===== config.mk =====
export PLATFORM = sky130hd
export DESIGN_NAME = inst_loader_flat
export DESIGN_NICKNAME = d
export VERILOG_FILES = /design/src/rtl/inst_loader_if.sv /design/src/rtl/inst_loader.sv /design/src/flat_wrapper.sv
export SDC_FILE = /design/constraint.sdc
export NUM_CORES = 1
export LEC_CHECK = 0
export ABC_CLOCK_PERIOD_IN_PS = 6200
export CELL_PAD_IN_SITES_DETAIL_PLACEMENT = 0
export CELL_PAD_IN_SITES_GLOBAL_PLACEMENT = 1
export CORE_MARGIN = 2
export CORE_UTILIZATION = 25
export CTS_BUF_LIST = sky130_fd_sc_hd__clkbuf_8
export CTS_CLUSTER_DIAMETER = 40
export DETAILED_ROUTE_END_ITERATION = 8
export PLACE_DENSITY_LB_ADDON = 0.15
export SLEW_MARGIN = 20
export SYNTH_ARGS = -nofsm -noshare
export SYNTH_HDL_FRONTEND = slang
export SYNTH_SLANG_ARGS = --single-unit

===== constraint.sdc =====
create_clock -name clk -period 6.2 [get_ports clk]
set_input_delay 1.24 -clock clk [delete_from_list [all_inputs] [get_ports clk]]
set_output_delay 1.24 -clock clk [all_outputs]
set_load 0.05 [all_outputs]

===== src/rtl/inst_loader_if.sv =====
// rtl/inst_loader_if.sv - byte stream in, instruction memory write port out
interface inst_loader_if #(
  parameter int ADDR_W = 16
);
  logic              byte_valid;
  logic [7:0]        byte_data;
  logic              byte_ready;
  logic              mem_we;
  logic [ADDR_W-1:0] mem_waddr;
  logic [31:0]       mem_wdata;

  modport master (
    output byte_valid, byte_data,
    input  byte_ready, mem_we, mem_waddr, mem_wdata
  );

  modport slave (
    input  byte_valid, byte_data,
    output byte_ready, mem_we, mem_waddr, mem_wdata
  );
endinterface


===== src/rtl/inst_loader.sv =====
// rtl/inst_loader.sv - length-prefixed byte stream to instruction memory loader
module inst_loader #(
  parameter int ADDR_W    = 16,
  parameter int BASE_WORD = 0
) (
  input  logic        clk,
  input  logic        rst,
  inst_loader_if.slave bus,
  input  logic        start,
  output logic        cpu_hold,
  output logic        done,
  output logic        error,
  output logic [31:0] checksum
);

  typedef enum logic [2:0] {
    S_HDR,
    S_DATA,
    S_WRITE,
    S_DONE,
    S_ERR
  } state_t;

  // Words available from BASE_WORD up to the top of memory; 33 bits so that
  // ADDR_W up to 32 and the full 32-bit header compare never overflow.
  localparam logic [32:0]       CAPACITY  = (33'd1 << ADDR_W) - 33'(BASE_WORD);
  localparam logic [ADDR_W-1:0] BASE_ADDR = ADDR_W'(BASE_WORD);

  state_t            state;
  state_t            next_state;
  logic [1:0]        byte_cnt;
  logic [23:0]       shreg;
  logic [ADDR_W:0]   n_words;
  logic [ADDR_W:0]   index;
  logic              accept;
  logic              last_byte;
  logic [31:0]       word_next;

  assign bus.byte_ready = (state == S_HDR) || (state == S_DATA);
  assign accept         = bus.byte_valid && bus.byte_ready;
  assign last_byte      = accept && (byte_cnt == 2'd3);
  // New byte enters at the top; after four shifts the first byte sits in [7:0].
  assign word_next      = {bus.byte_data, shreg};

  // State register.
  always_ff @(posedge clk or posedge rst) begin
    if (rst) begin
      state <= S_HDR;
    end else begin
      state <= next_state;
    end
  end

  // Next-state decode.
  always_comb begin
    next_state = state;
    case (state)
      S_HDR: begin
        if (last_byte) begin
          if (word_next == 32'd0) begin
            next_state = S_DONE;
          end else if ({1'b0, word_next} > CAPACITY) begin
            next_state = S_ERR;
          end else begin
            next_state = S_DATA;
          end
        end
      end
      S_DATA: begin
        if (last_byte) begin
          next_state = S_WRITE;
        end
      end
      S_WRITE: begin
        if ((index + 1'b1) == n_words) begin
          next_state = S_DONE;
        end else begin
          next_state = S_DATA;
        end
      end
      S_DONE, S_ERR: begin
        if (start) begin
          next_state = S_HDR;
        end
      end
      default: next_state = S_HDR;
    endcase
  end

  // Byte assembly, memory write port, counters and registered status outputs.
  always_ff @(posedge clk or posedge rst) begin
    if (rst) begin
      byte_cnt      <= 2'd0;
      shreg         <= 24'd0;
      n_words       <= '0;
      index         <= '0;
      bus.mem_we    <= 1'b0;
      bus.mem_waddr <= '0;
      bus.mem_wdata <= 32'd0;
      checksum      <= 32'd0;
      done          <= 1'b0;
      error         <= 1'b0;
      cpu_hold      <= 1'b1;
    end else begin
      bus.mem_we <= 1'b0;
      done       <= (next_state == S_DONE);
      error      <= (next_state == S_ERR);
      cpu_hold   <= (next_state != S_DONE);

      if (accept) begin
        byte_cnt <= byte_cnt + 2'd1;
        shreg    <= word_next[31:8];
      end

      // Only the low ADDR_W+1 bits matter once the capacity check has passed.
      if (state == S_HDR && last_byte) begin
        n_words <= word_next[ADDR_W:0];
      end

      if (state == S_DATA && last_byte) begin
        bus.mem_we    <= 1'b1;
        bus.mem_waddr <= BASE_ADDR + index[ADDR_W-1:0];
        bus.mem_wdata <= word_next;
      end

      if (state == S_WRITE) begin
        checksum <= checksum + bus.mem_wdata;
        index    <= index + 1'b1;
      end

      if ((state == S_DONE || state == S_ERR) && start) begin
        index    <= '0;
        byte_cnt <= 2'd0;
        checksum <= 32'd0;
      end
    end
  end

endmodule

===== src/flat_wrapper.sv =====
// flat-port wrapper written by rule: the top's interface ports become plain ports
module inst_loader_flat 
#(
  parameter int ADDR_W    = 16,
  parameter int BASE_WORD = 0
)
  (clk, rst, start, cpu_hold, done, error, checksum, bus_byte_valid, bus_byte_data, bus_byte_ready, bus_mem_we, bus_mem_waddr, bus_mem_wdata);
  inst_loader_if #(.ADDR_W(ADDR_W)) bus_i ();
  input  logic clk;
  input  logic rst;
  input  logic start;
  output logic cpu_hold;
  output logic done;
  output logic error;
  output logic [31:0] checksum;
  input wire logic [$bits(bus_i.byte_valid)-1:0] bus_byte_valid;
  input wire logic [$bits(bus_i.byte_data)-1:0] bus_byte_data;
  output wire logic [$bits(bus_i.byte_ready)-1:0] bus_byte_ready;
  output wire logic [$bits(bus_i.mem_we)-1:0] bus_mem_we;
  output wire logic [$bits(bus_i.mem_waddr)-1:0] bus_mem_waddr;
  output wire logic [$bits(bus_i.mem_wdata)-1:0] bus_mem_wdata;
  assign bus_i.byte_valid = bus_byte_valid;
  assign bus_i.byte_data = bus_byte_data;
  assign bus_byte_ready = bus_i.byte_ready;
  assign bus_mem_we = bus_i.mem_we;
  assign bus_mem_waddr = bus_i.mem_waddr;
  assign bus_mem_wdata = bus_i.mem_wdata;
  inst_loader #(.ADDR_W(ADDR_W), .BASE_WORD(BASE_WORD)) u_core (.clk(clk), .rst(rst), .bus(bus_i), .start(start), .cpu_hold(cpu_hold), .done(done), .error(error), .checksum(checksum));
endmodule

==> results of run 1 <==
-- report_power, final --
part	internal [mW]	switching (mW)	total (mW)
registers	1.30	0.411	1.71
clock network	0.436	0.391	0.827
logic	0.944	1.51	2.46
total	2.68	2.31	4.99
-- worst max-delay path, stage by stage, from the launching register on --
cell and delay [ns]:
sky130_fd_sc_hd__dfrtp_1 0.48, sky130_fd_sc_hd__nor2_1 0.24, sky130_fd_sc_hd__clkdlybuf4s50_1 0.85
-- worst max-delay path by stage --
stage               cells past startpoint                      start  slack [ns]                             endpoint
floorplan                               1                        rst        1.01  u_core.bus.mem_waddr[0]$_DFFE_PP0P_
global placement                        5             bus_byte_valid        2.32        u_core.n_words[2]$_DFFE_PP0P_
detailed placement                      7             bus_byte_valid        2.42                u_core.done$_DFF_PP0_
CTS                                     2  u_core.state[1]$_DFF_PP0_        2.92                       bus_byte_ready
global route                            7             bus_byte_valid        2.76                u_core.done$_DFF_PP0_
finish                                  2  u_core.state[1]$_DFF_PP0_        2.94                       bus_byte_ready
-- final cells by class --
class | instances | area [um2] | share of cell area, %
clock inverter | 10 | 131 | 1.37
inverter | 11 | 46.3 | 0.483
timing repair buffer | 103 | 1010 | 10.6
multi-input combinational | 634 | 3930 | 41.0
tap | 396 | 495 | 5.17
sequential | 147 | 3680 | 38.4
clock buffer | 21 | 289 | 3.02
-- cell usage after synthesis (2+ instances only) --
library cell / instances
sky130_fd_sc_hd__buf_1: 4
sky130_fd_sc_hd__nor3b_1: 3
sky130_fd_sc_hd__and3_1: 9
sky130_fd_sc_hd__dfrtp_1: 146
sky130_fd_sc_hd__nand2b_1: 3
sky130_fd_sc_hd__buf_4: 2
sky130_fd_sc_hd__buf_2: 5
sky130_fd_sc_hd__a21o_1: 11
sky130_fd_sc_hd__o22ai_1: 15
sky130_fd_sc_hd__and4_1: 2
sky130_fd_sc_hd__clkbuf_1: 30
sky130_fd_sc_hd__and2_1: 3
sky130_fd_sc_hd__mux2i_1: 3
sky130_fd_sc_hd__o31ai_1: 3
sky130_fd_sc_hd__nor3_1: 11
sky130_fd_sc_hd__o21ai_0: 52
sky130_fd_sc_hd__a211o_1: 2
sky130_fd_sc_hd__o21a_1: 6
sky130_fd_sc_hd__a31oi_1: 6
sky130_fd_sc_hd__nor2_1: 46
sky130_fd_sc_hd__nor2b_1: 7
sky130_fd_sc_hd__o21ai_1: 3
sky130_fd_sc_hd__o41ai_1: 3
sky130_fd_sc_hd__nand3_1: 13
sky130_fd_sc_hd__inv_1: 10
sky130_fd_sc_hd__a21oi_1: 35
sky130_fd_sc_hd__nand2_1: 210
sky130_fd_sc_hd__xor2_1: 20
sky130_fd_sc_hd__a211oi_2: 2
sky130_fd_sc_hd__nand4_1: 7
sky130_fd_sc_hd__nand3b_1: 2
sky130_fd_sc_hd__o211ai_1: 5
sky130_fd_sc_hd__ha_1: 33
sky130_fd_sc_hd__xnor2_1: 34
sky130_fd_sc_hd__nor4_1: 10
sky130_fd_sc_hd__o21bai_1: 3
sky130_fd_sc_hd__a211oi_1: 6
sky130_fd_sc_hd__mux2_2: 41
-- sequential cells by signal, indices dropped and copies added, names as in the netlist, 2 cells and up --
register and count:
u_core.checksum 32, u_core.bus.mem_wdata 32, u_core.bus.mem_waddr 16, u_core.index 17, u_core.state 3, u_core.byte_cnt 2, u_core.n_words 17, u_core.shreg 24
-- cells by family after synthesis --
kind of cell / synth area share [%]
AO/OA/AOI/OAI: 13.3
XOR/XNOR: 6.06
adder cells (fa/ha/maj): 5.54
buffers and inverters: 2.82
flip-flops: 47.1
multiplexers: 6.30
AND/OR/NAND/NOR: 18.8
-- routing by layer --
layer / track usage, % / vias to the layer above
met1: 21.2 / 3015
met2: 22.8 / 90
met4: 3.10 / 0
li1: - / 3055
met3: 2.54 / 14
met5: 0 / -
-- through the flow --
stage                     cell area [um2]  hold WS, ns  util [%]  power [mW]
after floorplan                      7810        0.467         -        3.36
after global placement               9160        0.464      29.9        4.22
after detailed placement             9160        0.463      29.9        4.22
after CTS                            9580        0.487      31.3        5.07
after global routing                 9580        0.509      31.3        5.34
final                                9580        0.482      31.3        4.99
==> impl_metrics.json, run 1 <==
{
  "detail_route.first_pass.iterations": 7,
  "layout_commonest_cell": "sky130_fd_sc_hd__nand2_1",
  "num_vias": 6174,
  "final.min_clock_period_ns": 3.26,
  "setup.reg_to_reg.worst_slack_ns": 3.03,
  "grt_setup_unrepaired": "no",
  "finish.net_count": 960,
  "grt_overflow": 0,
  "detail_route.iter0.violations": 308,
  "n_antenna_cell": 0,
  "layout_setup_ws_ns": 2.94,
  "routed.top_layer": "met4",
  "vdd_drop_max_uv": 188,
  "wirelength_met1_mm": 11.8,
  "placement.io_buffers": 96,
  "ys_seq_elements": 147,
  "holdPathStages": 2,
  "clock_skew_ns": 0.00961,
  "post_synthesis_cell_area_um2": 7810,
  "detailedPlacementHpwl_mm": 16.1,
  "synthesis.nets": 880,
  "cts.hold.buffers_added": 0,
  "grt_pass1_wl_mm": 37.5,
  "post_synth_edffs": 0,
  "syn_to_final_growth_pct": 22.8,
  "p_leak_nw": 4.20,
  "cell_type_contributing_the_most_total_cell_area_after_synthesis": "sky130_fd_sc_hd__dfrtp_1",
  "design.die.area_um2": 32700,
  "critical_path.reg2reg.endpoint": "u_core.checksum[24]$_DFFE_PP0P_",
  "pin_count": 97,
  "num-fill-cells": 3215,
  "dominantRegCellSynth": "sky130_fd_sc_hd__dfrtp_1",
  "min-delay-start": "u_core.bus.mem_waddr[13]$_DFFE_PP0P_",
  "syn_area_per_cell_um2": 9.36,
  "synthesis_warnings": 0,
  "rows": 64,
  "post-place-ws_ns": 2.42,
  "worstHoldPathType": "flop to flop",
  "timing.final.crit_share_pct": 52.6,
  "reg2reg_from": "u_core.bus.mem_wdata[0]$_DFFE_PP0P_",
  "critical_path.max_fanout": 9,
  "power.density_nw_per_um2": 521,
  "syn_inst": 834,
  "slew_headroom_pct": 34.3,
  "cts_buffers": 17,
  "synth_top_area_share_pct": 46.8,
  "actual_slew_at_the_worst_max_slew_pin_ns": 0.985,
  "cts-root-buf": "sky130_fd_sc_hd__clkbuf_8",
  "drc_errors": 0,
  "cts_num_sinks": 147,
  "layout_common_cells": "sky130_fd_sc_hd__nand2_1 (209), sky130_fd_sc_hd__dfrtp_1 (146), sky130_fd_sc_hd__clkdlybuf4s50_1 (96)",
  "maximum_clock_rate_mhz": 307,
  "synth_cell_types": 66,
  "timing.critical_path.from_type": "flop",
  "place_inst": 1291,
  "grt_use_total_pct": 14.6,
  "report.final.slew_viol_count": 0,
  "final.setup.tns_ns": 0,
  "detail-route-antenna-nets": 0,
  "met2_length_mm": 10.6,
  "antenna_violations_before_repair": 0,
  "critical_path_arrival_ns": 2.02,
  "initial_utilization_pct": 25.5,
  "routed_wirelength_mm": 23.2,
  "finalWeightedCongestion": 0.765,
  "die_x_extent_um": 181,
  "rr_worst_depth": 12,
  "dieHeight_um": 181,
  "fraction_of_the_yosys_area_taken_by_sequential_cells_pct": 47.1,
  "ranking_of_synthesized_cells_by_area": "sky130_fd_sc_hd__dfrtp_1 (47%), sky130_fd_sc_hd__nand2_1 (10%), sky130_fd_sc_hd__mux2_2 (5.9%), sky130_fd_sc_hd__ha_1 (5.3%), sky130_fd_sc_hd__xnor2_1 (3.8%)",
  "worstSkewPairLatency_ns": 0.45,
  "met3_wirelength_um": 530,
  "worst_setup_hold_path_clk_slew_ns": 0.09,
  "via_per_inst": 4.67,
  "cts_resized": 0,
  "timing.setup.critical_path_class": "flop to output port",
  "wl_per_cell_um": 17.5,
  "postCtsSetupRepairBufs": 0,
  "run_status": "completed",
  "fin_cells": 1322,
  "drv.max_cap_violation_count": 0,
  "cts_tree": "built",
  "first_global_vias": 6296,
  "required_ns": 4.96,
  "grt_max_degree": 102,
  "cp-end-kind": "output port",
  "timing.final.setup_violations": 0,
  "cts-htree-levels": 4,
  "hold-path-endpoint": "u_core.bus.mem_waddr[13]$_DFFE_PP0P_",
  "ctsLongestPathBuffers": 2,
  "core_um2": 30700,
  "postSynth.asyncResetShare_pct": 100,
  "drive_gt1_share_pct": 10.3,
  "hold_violations": 0
}
No activity file was read; power rests on OpenSTA's default activity.
==> run 2: changes to the inputs <==
ABC_CLOCK_PERIOD_IN_PS = 3400   (was 6200)
clock period = 3.4 ns   (was 6.2 ns; I/O delays follow)
==> impl_metrics.json, run 2 (same netlist as run 1, synthesis figures left out) <==
{
  "timing.final.setup_violations": 0,
  "cts_buffers": 17,
  "ctsLongestPathBuffers": 2,
  "finish.net_count": 964,
  "worstSkewPairLatency_ns": 0.45,
  "drv.max_cap_violation_count": 0,
  "dpl-instance-area_um2": 9210,
  "cts-root-buf": "sky130_fd_sc_hd__clkbuf_8",
  "p_leak_nw": 4.23,
  "detail-route-antenna-nets": 0,
  "power.density_nw_per_um2": 949,
  "via_per_inst": 4.67,
  "timing.critical_path.from_type": "flop",
  "wl_per_cell_um": 17.6,
  "pin_count": 97,
  "placement.io_buffers": 96,
  "detailedPlacementHpwl_mm": 16.3,
  "postCtsSetupRepairBufs": 0,
  "hold_violations": 0,
  "antenna_violations_before_repair": 0,
  "groute.layer.met2.usage_pct": 22.2,
  "met1_routing_resource_usage_after_global_routing_pct": 21.9,
  "required_ns": 3.69,
  "vdd_drop_max_uv": 345,
  "routed_wirelength_mm": 23.4,
  "cts_tree": "built",
  "rows": 64,
  "die_x_extent_um": 181,
  "cts_num_sinks": 147,
  "slew_headroom_pct": 35.3,
  "final_cell_area_um2": 9650,
  "critical_path.max_fanout": 3,
  "grt_overflow": 0,
  "cts-htree-levels": 4,
  "report.final.slew_viol_count": 0,
  "design.die.area_um2": 32700,
  "n_antenna_cell": 0,
  "actual_slew_at_the_worst_max_slew_pin_ns": 0.967,
  "cp-end-kind": "flop",
  "cts.hold.buffers_added": 0,
  "worst_setup_hold_path_clk_slew_ns": 0.09,
  "drive_gt1_share_pct": 10.6,
  "maximum_clock_rate_mhz": 339,
  "finalWeightedCongestion": 0.767,
  "initial_utilization_pct": 25.5,
  "grt_pass1_wl_mm": 37.5,
  "layout_commonest_cell": "sky130_fd_sc_hd__nand2_1",
  "drc_errors": 0,
  "grt_use_total_pct": 14.7,
  "final.setup.tns_ns": 0,
  "timing.setup.critical_path_class": "flop to flop",
  "critical_path_arrival_ns": 3.24,
  "run_status": "completed",
  "num_vias": 6196,
  "first_global_vias": 6419,
  "clock_skew_ns": 0.0217,
  "layout_top_registers": "u_core.bus.mem_wdata (32), u_core.checksum (32), u_core.shreg (24)",
  "dieHeight_um": 181,
  "worstHoldPathType": "flop to flop",
  "grt_max_degree": 89,
  "grt_setup_unrepaired": "no",
  "core_um2": 30700,
  "global_route.usage.met3_pct": 2.02,
  "detail_route.iter0.violations": 317,
  "detail_route.first_pass.iterations": 4,
  "cts_resized": 0,
  "top_usage_layer": "met2",
  "layout_common_cells": "sky130_fd_sc_hd__nand2_1 (209), sky130_fd_sc_hd__dfrtp_1 (146), sky130_fd_sc_hd__clkdlybuf4s50_1 (96)",
  "timing.final.crit_share_pct": 86.8,
  "final.min_clock_period_ns": 2.95,
  "syn_to_final_growth_pct": 23.5
}
-- run 2: through the flow --
stage / cells / setup WS [ns] / hold slack [ns] / util (%) / power [mW]
finish: 1327 / 0.448 / 0.479 / 31.4 / 9.15
floorplan: 834 / 0.602 / 0.467 / - / 6.14
global route: 1327 / 0.108 / 0.512 / 31.4 / 9.78
detailed placement: 1295 / 0.438 / 0.467 / 30.0 / 7.69
CTS: 1327 / 0.415 / 0.488 / 31.4 / 9.29
global placement: 1295 / 0.468 / 0.460 / 30.0 / 7.69
-- run 2: power breakdown --
group          switching [mW]  leakage (nW)  total (mW)  internal (mW)
sequential              0.741          1.92        3.10           2.36
combinational            2.76          2.09        4.50           1.73
clock                   0.735         0.216        1.55          0.816
total                    4.24          4.23        9.15           4.91
-- run 2: worst max-delay path, stage by stage (launching register included) --
cell                       delay [ns]
sky130_fd_sc_hd__dfrtp_1         0.40
sky130_fd_sc_hd__ha_1            0.25
sky130_fd_sc_hd__inv_1           0.08
sky130_fd_sc_hd__fa_1            0.18
sky130_fd_sc_hd__nor2b_1         0.07
sky130_fd_sc_hd__o31a_1          0.29
sky130_fd_sc_hd__nor3_1          0.34
sky130_fd_sc_hd__o21ai_1         0.20
sky130_fd_sc_hd__a221oi_1        0.42
sky130_fd_sc_hd__o21ai_0         0.16
sky130_fd_sc_hd__a21oi_1         0.19
sky130_fd_sc_hd__xor2_1          0.14
sky130_fd_sc_hd__o21ai_0         0.08
-- run 2: path summary, 6_finish.rpt --
path	endpoint	start	slack, ns	depth (start not counted)
max in group asynchronous	u_core.bus.mem_wdata[11]$_DFFE_PP0P_	rst	1.97	3
min in group asynchronous	u_core.bus.mem_waddr[6]$_DFFE_PP0P_	rst	0.68	3
max reg2reg	u_core.checksum[24]$_DFFE_PP0P_	u_core.bus.mem_wdata[0]$_DFFE_PP0P_	0.45	12
min	u_core.bus.mem_waddr[1]$_DFFE_PP0P_	u_core.bus.mem_waddr[1]$_DFFE_PP0P_	0.48	2
max	u_core.checksum[24]$_DFFE_PP0P_	u_core.bus.mem_wdata[0]$_DFFE_PP0P_	0.45	12
min reg2reg	u_core.bus.mem_waddr[1]$_DFFE_PP0P_	u_core.bus.mem_waddr[1]$_DFFE_PP0P_	0.48	2
-- run 2: metal layers --
layer / wire, um / up-vias
met3: 580 / 13
met1: 12200 / 3016
met2: 10400 / 107
met5: 0 / -
li1: - / 3060
met4: 213 / 0
-- run 2: layout make-up --
type                            count  area (um2)
Fill cell                        3235       21000
Multi-Input combinational cell    634        3920
Sequential cell                   147        3680
Timing Repair Buffer              107        1070
Tap cell                          396         495
Clock buffer                       18         248
Clock inverter                     14         188
Inverter                           11        45.0
==> run 3: changes to the inputs <==
CORE_MARGIN = 8   (was 2)
CTS_BUF_LIST = unset   (was sky130_fd_sc_hd__clkbuf_8)
GPL_TIMING_DRIVEN = 0   (was unset)
==> impl_metrics.json, run 3 (same netlist as run 1, synthesis figures left out) <==
{
  "chain_of_cells_forming_the_critical_path": "ha_1 -> inv_1 -> fa_1 -> nor2b_1 -> o31a_1 -> nor3_1 -> o21ai_1 -> a221oi_1 -> o21ai_0 -> a21oi_1 -> xor2_1 -> o21ai_0",
  "finalWeightedCongestion": 0.788,
  "maximum_clock_rate_mhz": 320,
  "power.clock.fraction_pct": 20.1,
  "syn_to_final_growth_pct": 27.6,
  "drive_gt1_share_pct": 10.0,
  "die_x_extent_um": 193,
  "pin_count": 97,
  "final_standard_cell_utilization_of_the_core_pct": 32.5,
  "final.setup.tns_ns": 0,
  "layout_top_registers": "u_core.bus.mem_wdata (32), u_core.checksum (32), u_core.shreg (24)",
  "cts-root-buf": "sky130_fd_sc_hd__clkbuf_16",
  "rows": 64,
  "layout_common_cells": "sky130_fd_sc_hd__nand2_1 (210), sky130_fd_sc_hd__dfrtp_1 (146), sky130_fd_sc_hd__clkdlybuf4s50_1 (96)",
  "grt_pass1_wl_mm": 41.0,
  "cts_buffers": 17,
  "timing.critical_path.slowest_stage_cell": "sky130_fd_sc_hd__a221oi_1",
  "first_global_vias": 6748,
  "cts-htree-levels": 4,
  "timing.critical_path.slowest_cell_delay_ns": 0.44,
  "detail_route.iter0.violations": 392,
  "cts_tree": "built",
  "placement.io_buffers": 96,
  "critical_path_buf_inv_count": 1,
  "cp_common_cell": "sky130_fd_sc_hd__o21ai_0",
  "timing.final.setup_violations": 0,
  "cp-end-kind": "flop",
  "power.net_switching_mw": 4.42,
  "dieHeight_um": 193,
  "timing.final.crit_share_pct": 91.8,
  "antenna_violations_before_repair": 0,
  "num_vias": 6442,
  "finish.net_count": 1000,
  "internal_power_mw": 5.21,
  "detail-route-antenna-nets": 0,
  "design.die.area_um2": 37100,
  "report.final.slew_viol_count": 0,
  "cts_resized": 0,
  "core_um2": 30700,
  "postCtsSetupRepairBufs": 0,
  "timing.setup.critical_path_class": "flop to flop",
  "pwr-share-seq_pct": 32.6,
  "actual_slew_at_the_worst_max_slew_pin_ns": 0.855,
  "detailedPlacementHpwl_mm": 19.6,
  "critical_path_arrival_ns": 3.39,
  "p_sw_share_pct": 45.9,
  "worst_setup_hold_path_clk_slew_ns": 0.07,
  "final-seq-area_um2": 3680,
  "required_ns": 3.67,
  "comb_power_share_pct": 47.2,
  "path_delay_family": "compound AO/OA/AOI/OAI gates",
  "cts_num_sinks": 147,
  "ctsLongestPathBuffers": 2,
  "power.density_nw_per_um2": 966,
  "run_status": "completed",
  "routed_wirelength_mm": 26.0,
  "drv.max_cap_violation_count": 0,
  "post-place-ws_ns": 0.134,
  "grt_use_total_pct": 14.5,
  "finalPower_mw": 9.63,
  "clock_skew_ns": 0.0143,
  "n_antenna_cell": 0,
  "wl_per_cell_um": 19.1,
  "grt_overflow": 0,
  "layout_setup_ws_ns": 0.278,
  "dpl-instance-area_um2": 9370,
  "final_cell_area_um2": 9960,
  "grt_max_degree": 31,
  "multiInputGateArea_um2": 3910,
  "via_per_inst": 4.73,
  "grt_setup_unrepaired": "no",
  "timing.critical_path.from_type": "flop",
  "cts.hold.buffers_added": 0,
  "layout_commonest_cell": "sky130_fd_sc_hd__nand2_1",
  "slew_headroom_pct": 43.0,
  "p_leak_nw": 4.36,
  "initial_utilization_pct": 25.5,
  "drc_errors": 0,
  "setup.reg_to_reg.worst_slack_ns": 0.28,
  "vdd_drop_max_uv": 387,
  "final.min_clock_period_ns": 3.12,
  "num-fill-cells": 3227,
  "worstSkewPairLatency_ns": 0.43,
  "detail_route.first_pass.iterations": 5,
  "hold_violations": 0,
  "worstHoldPathType": "flop to flop",
  "critical_path.max_fanout": 3
}
## run 3: worst reg2reg max path: cells and delay by family (launching register included)
kind	cells	cell delay, ns
xor+xnor	1	0.16
flops	1	0.41
fa+ha+maj	2	0.43
simple gates	2	0.47
buf+inv	1	0.08
compound gates	6	1.42
## run 3: area by class of cell
cell class              instances  area share, %
clock inverters                13           1.53
clock buffers                  19           4.45
repair buffers                101           10.6
multi-input cells             634           39.2
inverters                      11          0.452
well taps                     396           4.97
plain buffers                  42           1.80
flip-flops and latches        147           36.9
## run 3: layer usage
layer | part of all wire [%] | vias up | GRT usage (%)
met1 | 51 | 3153 | 20.6
met5 | 0 | - | 0
met2 | 44 | 112 | 22.1
met3 | 3.2 | 28 | 2.49
li1 | - | 3149 | -
met4 | 1.4 | 0 | 4.14
## run 3: power groups by stage
stage | logic (mW) | registers [mW] | clock network (mW)
6_report | 4.54 | 3.14 | 1.94
5_1_grt | 4.92 | 3.25 | 2.07
4_1_cts | 4.60 | 3.16 | 2.00
3_5_place_dp | 4.58 | 3.19 | 0
3_3_place_gp | 4.56 | 3.19 | 0
2_1_floorplan | 2.09 | 4.05 | 0
## run 3: path summary, 6_finish.rpt
path | start | endpoint | depth (start not counted)
max reg2reg | u_core.bus.mem_wdata[0]$_DFFE_PP0P_ | u_core.checksum[24]$_DFFE_PP0P_ | 12
min reg2reg | u_core.bus.mem_waddr[6]$_DFFE_PP0P_ | u_core.bus.mem_waddr[6]$_DFFE_PP0P_ | 2
min | u_core.bus.mem_waddr[6]$_DFFE_PP0P_ | u_core.bus.mem_waddr[6]$_DFFE_PP0P_ | 2
max | u_core.bus.mem_wdata[0]$_DFFE_PP0P_ | u_core.checksum[24]$_DFFE_PP0P_ | 12
max in group asynchronous | rst | u_core.byte_cnt[1]$_DFFE_PP0P_ | 4
min in group asynchronous | rst | u_core.bus.mem_we$_DFF_PP0_ | 2
## run 3: per-stage QoR
stage	cells	hold slack [ns]
global route	1363	0.513
CTS	1363	0.486
global placement	1326	0.466
detailed placement	1331	0.467
floorplan	834	0.467
finish	1363	0.477
